`config.mk`:
```
export PLATFORM = sky130hd
export DESIGN_NAME = inst_fetch_ctrl
export DESIGN_NICKNAME = d
export VERILOG_FILES = /design/src/rtl/inst_fetch_ctrl.sv
export SDC_FILE = /design/constraint.sdc
export NUM_CORES = 1
export LEC_CHECK = 0
export CELL_PAD_IN_SITES_DETAIL_PLACEMENT = 0
export CELL_PAD_IN_SITES_GLOBAL_PLACEMENT = 1
export CORE_ASPECT_RATIO = 1.25
export CORE_MARGIN = 2
export CORE_UTILIZATION = 36
export CTS_CLUSTER_DIAMETER = 40
export CTS_CLUSTER_SIZE = 14
export DETAILED_ROUTE_END_ITERATION = 8
export PLACE_DENSITY = 0.83
export SLEW_MARGIN = 20
export SYNTH_ARGS = -nofsm -noshare
export SYNTH_HDL_FRONTEND = slang
export SYNTH_SLANG_ARGS = --single-unit
```
`constraint.sdc`:
```
create_clock -name clk -period 6.6 [get_ports clk]
set_input_delay 0.66 -clock clk [delete_from_list [all_inputs] [get_ports clk]]
set_output_delay 0.66 -clock clk [all_outputs]
set_load 0.05 [all_outputs]
```
`src/rtl/inst_fetch_ctrl.sv`:
```
// rtl/inst_fetch_ctrl.sv - instruction fetch sequencer with PC, ROM drive and IF/ID output stage
module inst_fetch_ctrl #(
    parameter int              PC_W     = 32,
    parameter int              ROM_AW   = 6,
    parameter logic [PC_W-1:0] RESET_PC = '0
) (
    input  logic              clk,
    input  logic              rst,
    output logic              rom_ce,
    output logic [ROM_AW-1:0] rom_addr,
    input  logic [31:0]       rom_inst,
    input  logic              redirect_valid,
    input  logic [PC_W-1:0]   redirect_pc,
    input  logic              halt,
    input  logic              id_ready,
    output logic              id_valid,
    output logic [PC_W-1:0]   id_pc,
    output logic [31:0]       id_inst,
    output logic              fetch_err
);

    typedef enum logic [1:0] {
        BOOT   = 2'd0,
        RUN    = 2'd1,
        HALTED = 2'd2,
        ERR    = 2'd3
    } state_t;

    state_t          state_q, state_d;
    logic [PC_W-1:0] pc_q, pc_d;
    logic            id_valid_q, id_valid_d;
    logic [PC_W-1:0] id_pc_q, id_pc_d;
    logic [31:0]     id_inst_q, id_inst_d;

    logic            load;
    logic            redir_bad;
    logic            inc_oob;
    logic [PC_W-1:0] pc_inc;

    assign load      = !id_valid_q || id_ready;
    assign pc_inc    = pc_q + PC_W'(4);
    assign redir_bad = (redirect_pc[1:0] != 2'b00) || (redirect_pc[PC_W-1:ROM_AW+2] != '0);
    assign inc_oob   = (pc_inc[PC_W-1:ROM_AW+2] != '0);

    assign rom_ce    = (state_q == RUN);
    assign rom_addr  = rom_ce ? pc_q[ROM_AW+1:2] : '0;
    assign id_valid  = id_valid_q;
    assign id_pc     = id_pc_q;
    assign id_inst   = id_inst_q;
    assign fetch_err = (state_q == ERR);

    always_comb begin
        state_d    = state_q;
        pc_d       = pc_q;
        id_valid_d = id_valid_q;
        id_pc_d    = id_pc_q;
        id_inst_d  = id_inst_q;

        // A redirect outranks everything outside ERR; the in-flight ROM word is discarded.
        if (state_q != ERR && redirect_valid) begin
            id_valid_d = 1'b0;
            if (redir_bad) begin
                state_d = ERR;
            end else begin
                pc_d    = redirect_pc;
                state_d = halt ? HALTED : RUN;
            end
        end else begin
            case (state_q)
                BOOT: begin
                    state_d = halt ? HALTED : RUN;
                end
                RUN: begin
                    if (halt) begin
                        state_d = HALTED;
                        if (id_ready) id_valid_d = 1'b0;
                    end else if (load) begin
                        id_pc_d    = pc_q;
                        id_inst_d  = rom_inst;
                        id_valid_d = 1'b1;
                        pc_d       = pc_inc;
                        // Last ROM word is still delivered before faulting.
                        if (inc_oob) state_d = ERR;
                    end
                end
                HALTED: begin
                    if (id_ready) id_valid_d = 1'b0;
                    if (!halt) state_d = RUN;
                end
                default: begin
                    if (id_ready) id_valid_d = 1'b0;
                end
            endcase
        end
    end

    always_ff @(posedge clk or posedge rst) begin
        if (rst) begin
            state_q    <= BOOT;
            pc_q       <= RESET_PC;
            id_valid_q <= 1'b0;
            id_pc_q    <= '0;
            id_inst_q  <= '0;
        end else begin
            state_q    <= state_d;
            pc_q       <= pc_d;
            id_valid_q <= id_valid_d;
            id_pc_q    <= id_pc_d;
            id_inst_q  <= id_inst_d;
        end
    end

endmodule

```
* After elaboration in Yosys (flattened, before gate mapping)
Cells that the tools add are included.
Widths: inputs -> output; s select.
** Word-level totals
- Flip-flop bits (word level) :: 99
- Input port bits :: 69
- Output and inout port bits :: 73
- Word-level logic and storage cells :: 52
** Operators by class
- Add/sub/neg operators :: 1
- Equal/unequal tests :: 10
- Multiplexer cells :: 19
- Bitwise operators :: 2
- Reduce and logical (&&, ||, !) cells :: 15
** Operators by type and width (number)
- $mux 32 :: 5
- $reduce_bool 24->1 :: 2
- $add 32x3->32 const B :: 1
- $mux 2 :: 7
- $reduce_and 4->1 :: 3
- $ne 4x1->1 const B :: 2
- $mux 6 :: 1
- $ne 2x2->1 const B :: 3
- $pmux 2 s3 :: 1
- $reduce_bool 2->1 :: 3
- $eq 2x2->1 const B :: 2
- $mux 1 :: 4
- $reduce_bool 4->1 :: 1
- $ne 3x3->1 const B :: 1
- $eq 2x1->1 const B :: 1
- $logic_not 2->1 :: 1
- $logic_or 1x1->1 :: 2
- $ne 2x1->1 const B :: 1
- $not 1->1 :: 2
- $pmux 1 s2 :: 1
- $reduce_and 2->1 :: 1
- $logic_and 1x1->1 :: 1
- $logic_not 1->1 :: 1

* Logic depth before layout (Yosys ltp)
- Depth in word-level cells :: 7
- Depth in mapped cells :: 10
- Mapped depth without buffers :: 9

* Worst setup path before layout
OpenSTA, ideal clock, no wires.
- Kind :: register to register
- Start point :: reg pc_q[9]
- End point :: reg state_q[0]
- Library setup time :: 79 ps
- Arrival :: 2612 ps
- Required time :: 6521 ps
- Slack :: 3908 ps
- Stages on the path, launching flop included :: 10
- Path buffers :: 2
- Clock period less this slack :: 2692 ps
- Cells stage by stage :: dfrtp_1 > clkbuf_1 > nand4_1 > or4_1 > buf_2 > nor3_4 > and4_1 > o2111ai_1 > o41ai_2 > mux2i_1
** On the way
- Cells in the longest elaborated chain, start to end :: 4
** Ends and longest elaborated chain
- start: declaration :: line 30 : logic [PC_W-1:0] pc_q, pc_d;
- start signal: assignment :: line 106 : pc_q <= pc_d;
- $add 32x3->32 :: line 41 : assign pc_inc = pc_q + PC_W'(4);
- $reduce_bool 24->1 :: line 43 : assign inc_oob = (pc_inc[PC_W-1:ROM_AW+2] != '0);
- $ne 4x1->1 (no source line)
- $reduce_and 4->1 (no source line)
- end signal: assignment :: line 105 : state_q <= state_d;
- end: declaration :: line 29 : state_t state_q, state_d;
Every way passes these cells.
A chain may end at the register's enable or synchronous reset.

* Final worst setup path
- Start point :: in redirect_valid
- End point :: reg pc_q[16]
** On the way
- Cells in the longest elaborated chain, start to end :: 3
- Elaborated cells on any way between the ends :: 7
- Classes of those cells :: eq/ne: 2; mux: 1; reduce/logical: 4
** Ends and longest elaborated chain
- start: declaration :: line 12 : input logic redirect_valid,
- $logic_and 1x1->1 (*) :: line 60 : if (state_q != ERR && redirect_valid) begin
- $ne 2x2->1 (no source line), or another cell as far along
- $reduce_and 4->1 (no source line)
Mark *: on every way between the ends. The rest lies on a longest branch, timed or not.

==> metrics <==
Clock Tree Buf Depth=2; Lkg Pwr=3.03 nW; Die Span X=108 um; post-layout util=50.7%; Ports=142; Worst VDD drop=196 uV; cell taking the most area after synthesis=dfrtp_1; die span in y=134 um; flops & latches, synth=99; core area=0.0133 sq mm; nets=780; f_max=319 MHz; post-synthesis instance area=0.00490 sq mm; Post-synth top flop=dfrtp_1; worst skew pair latency=0.34 ns; Design Power=0.00265 W; diodes inserted=0; TritonCTS Sinks=99; run status=finished clean; most used routing layer=met2; crit path DAT=3.34 ns; Vias/cell=5.08; Syn Nets=658; Post-synth ARST share=100%; critical path class=in2reg; Total Wirelength=13800 um; met3 capacity usage during global routing=3.40%; Synth area leaders=dfrtp_1 (51%), nand2_1 (16%), o21ai_0 (3.9%), nor2_1 (3.0%), clkbuf_1 (2.4%); Worst Tran Pin Value=0.992 ns; met1 usage=23.9%; pin count of the biggest net entering global routing=76; Post-synth EDFFs=0; Starting Density=36.8%; # fillers=1305; CP endpoint kind=register; # Post-CTS Setup Buffers=0; Worst Hold Class=reg2reg; Final Slew Violations=0; crit share post-route=47.4%; Port Buf Inserts=141; Slew HR=33.9%; quantity of hold-fixing buffers added after cts=0; layout cell share with drive strength beyond 1=4.64%; RePlAce Congestion=0.830; met2 GRT Util=34.3%; CP max FO=18; Yosys top cell area share=50.6%; number of global-route vias before repair=4487; DRT Pass-1 Iters=4; detailed placer's ending HPWL=9700 um; drt wl/cell=15.6 um; Syn. warnings=0; Worst-path clk slew=0.07 ns; DRC=0; fin crit period=3.13 ns; Layout area overhead=37.5%; initial DRC count=172; DR vias=4480; GRT Util Overall=19.3%; post-synthesis sequential area ratio=50.6%; Die Footprint=0.0146 sq mm; antenna-violating nets left=0; initial antenna violation count=0; final setup fails=0; FP Rows=47; Mapped Cells=584; RSZ-0062 raised after global routing=false; Power Density=394 mW/mm^2; CTS tree=built; Synth cell types=44; PostCTS Resize Cnt=0; WHS=0.465 ns; H-tree depth=3; CP Data Required Time=6.81 ns; clock root buffer=clkbuf_16; Post-Route Setup TNS=0 ns; TritonCTS Buffers=9; CP startpoint kind=primary input; first-pass GRT wire length=22400 um; final hold viol count=0; Mapped Avg Cell Area=8.38 sq um; Max-Cap Viols=0; Clock Skews=0.00499 ns; total gr overflow=0
[cells in the final DEF (no fill, tap or decap), drive strengths merged, types with 2 or more instances in the layout]
cell,instances
a21oi,17
a22oi,4
a31o,2
a31oi,5
and2,12
and3,12
and4,5
buf,6
clkbuf,11
clkdlybuf4s50,141
dfrtp,99
ha,5
inv,9
mux2i,2
nand2,206
nand2b,3
nand3,14
nand4,12
nor2,39
nor2b,5
nor3,8
nor4,8
nor4b,2
o2111ai,2
o21a,2
o21ai,38
o31ai,6
o41ai,3
or2,2
xnor2,12
xor2,7
[final cells by class]
| class | instances | area, sq um | share of cell area [%] |
|---|---|---|---|
| Timing Repair Buffer | 147 | 1460 | 21.6 |
| Multi-Input combinational cell | 443 | 2260 | 33.6 |
| Inverter | 6 | 25.0 | 0.372 |
| Tap cell | 171 | 214 | 3.18 |
| Clock inverter | 5 | 42.5 | 0.632 |
| Clock buffer | 11 | 253 | 3.75 |
| Sequential cell | 99 | 2480 | 36.8 |
[per-layer routing]
layer  share of wire (%)  routed length [um]  vias up
met5                   0                   0        -
met4                 1.2                 163        0
met3                 3.0                 409       11
met2                  54                7380       83
met1                  42                5810     2182
li1                    -                   -     2204
[synth_stat cells, types with 2 or more instances]
library cell and number:
nand2_1 206, dfrtp_1 99, nor2_1 39, o21ai_0 38, clkbuf_1 31, a21oi_1 17, nand3_1 14, and2_1 12
and3_1 12, xnor2_1 12, nand4_1 11, nor3_1 7, nor4_1 7, xor2_1 7, inv_1 6, o31ai_1 6
a31oi_1 5, and4_1 5, buf_2 5, ha_1 5, nor2b_1 5, a22oi_1 4, nand2b_1 3, a31o_2 2
mux2i_1 2, nor4b_1 2, o2111ai_1 2, o21a_1 2, o41ai_1 2, or2_2 2
[final timing paths]
kind	to	start	slack, ns	cells past startpoint
setup reg to reg	state_q[0]	pc_q[5]	3.50	7
hold reg to reg	id_pc[12]	id_pc[12]	0.46	2
setup / recovery	pc_q[16]	redirect_valid	3.47	8
max in group asynchronous	id_pc[17]	rst	4.70	3
min in group asynchronous	id_inst[9]	rst	0.62	2
hold / removal	id_pc[12]	id_pc[12]	0.46	2
[through the flow]
stage	setup slack [ns]	area, sq um	cells
2_1_floorplan	3.35	4900	584
3_3_place_gp	3.22	6440	866
3_5_place_dp	3.06	6440	866
4_1_cts	3.41	6730	882
5_1_grt	3.10	6730	882
6_report	3.47	6730	882
[critical path, cell delays in order]
cell	delay, ns
clkdlybuf4s50_1	0.51
nor3b_1	0.32
nand4_1	0.16
nor2_1	0.77
nor2_1	0.31
buf_4	0.30
o21ai_0	0.20
o31ai_1	0.10
[registers in the layout, indices dropped and copies added (netlist names)]
register,cells
id_inst,32
id_pc,32
pc_q,32
state_q,2
id_valid,1
[logic make-up (layout without fill, tap and decap cells)]
kind of cell	Yosys count	in the layout	share of synthesized area, %
and+or+nand+nor	331	331	30.3
DFF	99	99	50.6
AOI/OAI and AO/OA	86	86	10.7
buffers and inverters	42	169	3.35
xor gates and xnor gates	19	19	3.40
adders and majority gates	5	5	1.28
muxes	2	2	0.409
[where the power goes]
part           internal, W  switching (W)
sequential        0.000753       0.000136
clock             0.000281       0.000238
combinational     0.000415       0.000829
total              0.00145        0.00120
Power figures use the tool's default switching activity.
